$ cat src/rtl/queue_serial_tx_pkg.sv
`default_nettype none
// ============================================================================
//  Module   : queue_serial_pkg
//  Purpose  : Shared types and constants for the queue-to-serial transmitter.
//  Revision : 1.0  initial release
// ============================================================================
package queue_serial_pkg;

  // Transmitter sequencing states
  typedef enum logic [2:0] {
    IDLE  = 3'd0,
    FETCH = 3'd1,
    START = 3'd2,
    DATA  = 3'd3,
    STOP  = 3'd4
  } tx_state_t;

  // Serial line levels
  localparam logic LINE_IDLE = 1'b1;
  localparam logic START_BIT = 1'b0;
  localparam logic STOP_BIT  = 1'b1;

  // Counter width able to hold 0..count-1, never narrower than one bit
  function automatic int counter_width(input int count);
    return (count <= 2) ? 1 : $clog2(count);
  endfunction

endpackage
`default_nettype wire

$ cat src/rtl/queue_serial_tx_bit_timer.sv
`default_nettype none
// ============================================================================
//  Module   : tx_bit_timer
//  Purpose  : Free-running bit-period counter for the serial transmitter.
//             Counts 0..CLKS_PER_BIT-1 while enabled (clear low) and flags
//             the last cycle of each bit period with bit_end.
//  Revision : 1.0  initial release
// ============================================================================
module tx_bit_timer
  import queue_serial_pkg::*;
#(
  parameter int CLKS_PER_BIT = 4
) (
  input  logic clk,
  input  logic reset,
  input  logic clear,
  output logic bit_end
);

  localparam int                 CNT_W = counter_width(CLKS_PER_BIT);
  localparam logic [CNT_W-1:0]   LAST  = CNT_W'(CLKS_PER_BIT - 1);

  logic [CNT_W-1:0] count;
  logic             at_last;

  assign at_last = (count == LAST);

  // Bit-period counter: held at zero while cleared, wraps after the last cycle
  always_ff @(posedge clk) begin
    if (reset || clear) begin
      count <= '0;
    end else if (at_last) begin
      count <= '0;
    end else begin
      count <= count + 1'b1;
    end
  end

  // With a single-cycle bit the counter never leaves zero, so every
  // enabled cycle is a bit end.
  assign bit_end = ~reset & ~clear & at_last;

endmodule
`default_nettype wire

$ cat src/rtl/queue_serial_tx.sv
`default_nettype none
// ============================================================================
//  Module   : queue_serial_tx
//  Purpose  : Drains bytes from a circular queue and sends each one as a
//             start bit, DATA_W data bits (LSB first) and a stop bit.
//             A new byte is popped only while idle, which back-pressures
//             the queue naturally.
//  Revision : 1.0  initial release
// ============================================================================
module queue_serial_tx
  import queue_serial_pkg::*;
#(
  parameter int CLKS_PER_BIT = 4,
  parameter int DATA_W       = 8
) (
  input  logic              clk,
  input  logic              reset,
  input  logic              tx_enable,
  input  logic              q_empty,
  input  logic [DATA_W-1:0] q_data,
  output logic              q_dequeue,
  output logic              tx_serial,
  output logic              busy,
  output logic              byte_done
);

  localparam int                IDX_W    = counter_width(DATA_W);
  localparam logic [IDX_W-1:0]  LAST_BIT = IDX_W'(DATA_W - 1);

  tx_state_t         state;
  logic [DATA_W-1:0] shift_reg;
  logic [IDX_W-1:0]  bit_idx;
  logic              bit_end;
  logic              timer_clear;

  // The bit timer only runs while a frame is on the line
  assign timer_clear = (state == IDLE) || (state == FETCH);

  tx_bit_timer #(
    .CLKS_PER_BIT(CLKS_PER_BIT)
  ) u_bit_timer (
    .clk     (clk),
    .reset   (reset),
    .clear   (timer_clear),
    .bit_end (bit_end)
  );

  // Pop request is combinational so the queue sees it in the same idle cycle
  assign q_dequeue = (state == IDLE) & tx_enable & ~q_empty & ~reset;

  // Completion pulse coincides with the final stop-bit cycle
  assign byte_done = (state == STOP) & bit_end;

  // Frame sequencer: outputs are loaded with the value of the next cycle so
  // the line level changes exactly on the state boundary.
  always_ff @(posedge clk) begin
    if (reset) begin
      state     <= IDLE;
      tx_serial <= LINE_IDLE;
      busy      <= 1'b0;
      shift_reg <= '0;
      bit_idx   <= '0;
    end else begin
      case (state)
        IDLE: begin
          tx_serial <= LINE_IDLE;
          if (q_dequeue) begin
            state <= FETCH;
            busy  <= 1'b1;
          end
        end

        FETCH: begin
          // Queue data is valid the cycle after the pop
          shift_reg <= q_data;
          bit_idx   <= '0;
          tx_serial <= START_BIT;
          state     <= START;
        end

        START: begin
          if (bit_end) begin
            tx_serial <= shift_reg[0];
            state     <= DATA;
          end
        end

        DATA: begin
          if (bit_end) begin
            shift_reg <= shift_reg >> 1;
            if (bit_idx == LAST_BIT) begin
              tx_serial <= STOP_BIT;
              state     <= STOP;
            end else begin
              bit_idx   <= bit_idx + 1'b1;
              tx_serial <= shift_reg[1];
            end
          end
        end

        STOP: begin
          if (bit_end) begin
            tx_serial <= LINE_IDLE;
            busy      <= 1'b0;
            state     <= IDLE;
          end
        end

        default: begin
          tx_serial <= LINE_IDLE;
          busy      <= 1'b0;
          state     <= IDLE;
        end
      endcase
    end
  end

endmodule
`default_nettype wire

$ cat config.mk
export PLATFORM = sky130hd
export DESIGN_NAME = queue_serial_tx
export DESIGN_NICKNAME = d
export VERILOG_FILES = /design/src/rtl/queue_serial_tx_pkg.sv /design/src/rtl/queue_serial_tx_bit_timer.sv /design/src/rtl/queue_serial_tx.sv
export SDC_FILE = /design/constraint.sdc
export NUM_CORES = 1
export LEC_CHECK = 0
export ABC_AREA = 1
export CAP_MARGIN = 20
export CORE_MARGIN = 3
export CORE_UTILIZATION = 55
export CTS_CLUSTER_DIAMETER = 80
export CTS_CLUSTER_SIZE = 14
export DETAILED_ROUTE_END_ITERATION = 10
export GPL_TIMING_DRIVEN = 0
export PLACE_DENSITY = 0.91
export SLEW_MARGIN = 0
export SYNTH_ARGS = -nofsm -noshare
export SYNTH_HDL_FRONTEND = slang
export SYNTH_SLANG_ARGS = --single-unit
$ cat constraint.sdc
create_clock -name clk -period 3 [get_ports clk]
set_clock_uncertainty 0.05 [all_clocks]
set_input_delay 0.45 -clock clk [delete_from_list [all_inputs] [get_ports clk]]
set_output_delay 0.45 -clock clk [all_outputs]
set_load 0.02 [all_outputs]
# Word-level counts from Yosys, hierarchy flattened
# Cells that the tools add are included.
word_totals:
  inputBits: 12
  wordCells: 60
  ff_bits: 18
op_classes:
  eq_ne: 12
  bitwise_logic: 10
  n_reduce_logical: 11
  n_addsub: 2
  mux: 19
op_table:
  columns: ["cell", "n"]
  rows:
  - ["3-bit two-way mux", 7]
  - ["8-bit one-hot mux with 2 select lines", 1]
  - ["3-bit one-hot mux with 5 select lines", 1]
  - ["2-bit != test (second input constant)", 6]
  - ["3-bit AND reduction", 3]
  - ["8-bit two-way mux", 1]
  - ["1-bit AND", 6]
  - ["3-bit by 2-bit equality test with 1-bit output (second input constant)", 2]
  - ["3-bit equality test (second input constant)", 2]
  - ["1-bit two-way mux", 6]
  - ["3-bit one-hot mux with 2 select lines", 1]
  - ["5-bit AND reduction", 1]
  - ["1-bit NOT", 4]
  - ["1-bit one-hot mux with 4 select lines", 1]
  - ["3-bit by 1-bit adder with 3-bit output (second input constant)", 1]
  - ["3-bit by 1-bit equality test with 1-bit output (second input constant)", 1]
  - ["3-bit logical NOT", 1]
  - ["1-bit one-hot mux with 3 select lines", 1]
  - ["3-bit OR reduction", 1]
  - ["2-bit by 1-bit adder with 2-bit output (second input constant)", 1]
  - ["2-bit equality test (second input constant)", 1]
  - ["1-bit logical OR", 2]
  - ["2-bit AND reduction", 1]
  - ["2-bit nonzero test", 1]
  - ["2-bit OR reduction", 1]

# Logic depth before layout (Yosys ltp)
# Gate-level depths: netlist of the first run.
logic_depth:
  ltp_word: 7
  depth_mapped: 9
  depth_no_buf: 9

# By module
# From an unflattened synthesis of the first run, not the netlist that was laid out.
hier_totals:
  cells_unflattened: 129
  hier_area_um2: 905.9
by_module_without_submodules:
  columns: ["mod", "area_each_um2", "instances", "cells_per_inst", "seq_area_each_um2"]
  rows:
  - ["queue_serial_tx", 825.8, 1, 119, 320.3]
  - ["tx_bit_timer", 80.1, 1, 10, 40.0]

# Worst setup path after synthesis of the first run
# No wires, ideal clock.
synth_timing:
  path_type: "input-to-output"
  startpoint: "input port q_empty"
  endpoint: "output port q_dequeue"
  arrival_ps: 1102
  slack_ps: 1398
  required_ps: 2500
  cell_stages: 3
  n_path_buf: 0
  cell_sequence: "nor2_1 > nand2_1 > nor3_1"
synth_via:
  elab_chain_len: 3
synth_rtl:
  columns: ["element", "line", "rtl"]
  rows:
  - ["from (decl)", "queue_serial_tx.sv:19", "input logic q_empty,"]
  - ["1-bit NOT", "queue_serial_tx.sv:49", "assign q_dequeue = (state == IDLE) & tx_enable & ~q_empty & ~reset;"]
  - ["1-bit AND (2 in a row)", "queue_serial_tx.sv:49", null]
  - ["to (decl)", "queue_serial_tx.sv:21", "output logic q_dequeue,"]
# No other way between the ends.

# Worst setup path after layout of the first run
layout_timing:
  startpoint: "input port reset"
  endpoint: "output port byte_done"
layout_via:
  elab_chain_len: 4
layout_rtl:
  columns: ["element", "line", "rtl"]
  rows:
  - ["from (decl)", "queue_serial_tx.sv:17", "input logic reset,"]
  - ["1-bit NOT", "queue_serial_tx_bit_timer.sv:41", "assign bit_end = ~reset & ~clear & at_last;"]
  - ["1-bit AND (2 in a row)", "queue_serial_tx_bit_timer.sv:41", null]
  - ["1-bit AND", "queue_serial_tx.sv:52", "assign byte_done = (state == STOP) & bit_end;"]
  - ["to (decl)", "queue_serial_tx.sv:24", "output logic byte_done"]
# No other way between the ends.

==> run_results.csv, run 1 <==
group,metric,value,unit
outcome,outcome,"finished, final reports clean",
floorplanning,num_rows,14,
yosys,ys_seq_area_frac,0.377,
grt,track_usage,0.204,
timing,rsz0062_at_grt,"no",
clocking,insertion_delay,0.31,ns
routing,drt-total-wl,1980,um
floorplanning,start_util,0.606,
yosys,yosys-top-cells-count,"nand2_1, dfxtp_1, nor2_1",
placed_design,portBuffers,15,
timing,tns,0,ns
yosys,synthFlopType,"dfxtp_1",
clocking,cts_made_buffers,3,
routing,post-route-drc-count,0,
floorplanning,dieWidth,47.7,um
clocking,clockRootBuffer,"clkbuf_4",
placed_design,finalWeightedCongestion,0.836,
setup_path,criticalPathCategory,"in -> out",
routing,first_iter_violations,30,
floorplanning,fp.coreArea,0.00158,mm^2
floorplanning,die_h,47.7,um
setup_path,setup.worst_path.start_class,"primary input",
clocking,cts_tree,"built",
routing,routed_via_density,5.53,
yosys,syn-cell-area,956,um^2
clocking,cts.sinks,18,
clocking,hold_buffers,0,
timing,setup_violations,0,
setup_path,path_max_fanout,10,
setup_path,cp.required,2.50,ns
timing,clock.fmax,377,MHz
cells_and_area,area_growth,21.6,%
timing,period_needed,2.65,ns
timing,slew_viol_final,0,
yosys,yosysMostFrequentCell,"nand2_1",
yosys,synth-seq-cells,18,
grt,antenna_found_initial,0,
cells_and_area,n_antenna_cell,0,
yosys,synth.top_cells.by_area,"dfxtp_1, nand2_1, nand2_4",
setup_path,r2r_slack,1.50,ns
cells_and_area,num-nets-final,159,
yosys,synthCells,124,
grt,grt_max_degree,11,
yosys,syn_avg_cell_area,7.71,um^2
floorplanning,die_area,0.00227,mm^2
timing,hold_violations,0,
placed_design,hpwl,1500,um
grt,grt_pass1_vias,785,
timing,tightest_slew,0.436,ns
yosys,synth_edf_count,0,
clocking,cts_resized,0,
timing,max-slew-margin-rel,0.707,
floorplanning,io-pin-count,16,
routing,drt_first_pass_iters,4,
cells_and_area,largest_reg_flops,8,
setup_path,cp.arrival,2.15,ns
run,maxCapViolCount,0,
power_and_ir_drop,p_per_area,789,mW/mm^2
cells_and_area,drive_above_1_share,0.175,
clocking,clkTransAtPathRegs,0.10,ns
grt,grt_pass1_wl,3230,um
routing,ant_nets,0,
yosys,synth_fp_nets,139,
routing,routedWlPerCell,12.4,um
hold_path,hp-class,"reg -> reg",
timing,post-route-period-util,0.885,
setup_path,end_kind,"output pin",
clocking,post-cts-setup-buffer-count,0,
routing,vias,880,
cells_and_area,finalNonFillerCells,159,
power_and_ir_drop,max-vdd-ir-drop,0.000496,V
yosys,synth_top_area_cell,"dfxtp_1",
clocking,clockBufferDepth,2,
power_and_ir_drop,power_leakage,0.000511,uW
yosys,synth_cell_types,24,
yosys,async_flop_share,0,
yosys,ys_warn_count,0,
clocking,ctsHtreeMaxLevel,1,
yosys,synth_top_area_share,0.377,
grt,grt_overflow,0,
placed_design,dp_cells,155,
==> placed cells by master, fill, tap and decap left out, types with 5 or more instances in the layout <==
cell             synthesis  layout
a31oi_1                  7       7
inv_1                    8       8
nor2_1                  12      12
o21ai_0                  7       7
o21ai_1                  6       6
clkdlybuf4s50_1          0      15
nand2_4                  5       5
nand2_1                 29      29
a21oi_1                  6       6
dfxtp_1                 18      18
==> critical path: stages <==
cell and delay, ns:
clkdlybuf4s50_1 0.55, inv_2 0.19, buf_4 0.19, nand4_1 0.09, inv_1 0.08, clkdlybuf4s50_1 0.60
==> through the flow <==
stage / instance area, um^2 / hold WS (ns) / total power, uW / util / worst slack, ns
4_1_cts: 1160 / 0.385 / 915 / 0.737 / 0.344
2_1_floorplan: 956 / 0.348 / 668 / - / 1.40
5_1_grt: 1160 / 0.405 / 984 / 0.737 / 0.251
6_report: 1160 / 0.378 / 917 / 0.737 / 0.345
3_3_place_gp: 1130 / 0.356 / 740 / 0.714 / 0.359
3_5_place_dp: 1130 / 0.370 / 763 / 0.714 / 0.359
==> cell type report <==
class	instances	area (um^2)
multi-input cells	91	529
fillers	117	414
flip-flops and latches	18	360
repair buffers	15	150
inverters	13	51.3
clock buffers	4	36.3
well taps	16	20.0
plain buffers	2	15.0
==> final timing paths <==
path,from,to,cells past startpoint
setup / recovery,reset,byte_done,6
hold / removal,u_bit_timer.count[0],u_bit_timer.count[0],1
setup reg to reg,bit_idx[0],bit_idx[0],8
hold reg to reg,u_bit_timer.count[0],u_bit_timer.count[0],1
==> cells by family (layout without fill, tap and decap cells) <==
kind of cell    count (synthesis)  count (layout)  share of synthesized area
flops                          18              18                      0.377
simple gates                   61              61                      0.360
buf+inv                        15              34                     0.0694
fa+ha+maj                       3               3                     0.0393
compound gates                 27              27                      0.154
==> routing by layer <==
layer	vias to the layer above	track usage	share of wire
met5	-	0	0
met4	0	0.118	0.023
met3	5	0.0451	0.034
met2	28	0.325	0.50
met1	402	0.252	0.44
li1	445	-	-
==> report_power, final <==
group	internal, uW	switching [uW]
logic	153	255
registers	307	48.9
clock network	74.1	79.8
Note: power is estimated with default switching activity, not from simulation.
==> inputs of run 2 (changes only) <==
Settings changed: SKIP_CTS_REPAIR_TIMING set to 1.
==> results of run 2 <==
Same layout as run 1: the final DEF is identical, and so are final timing and power.
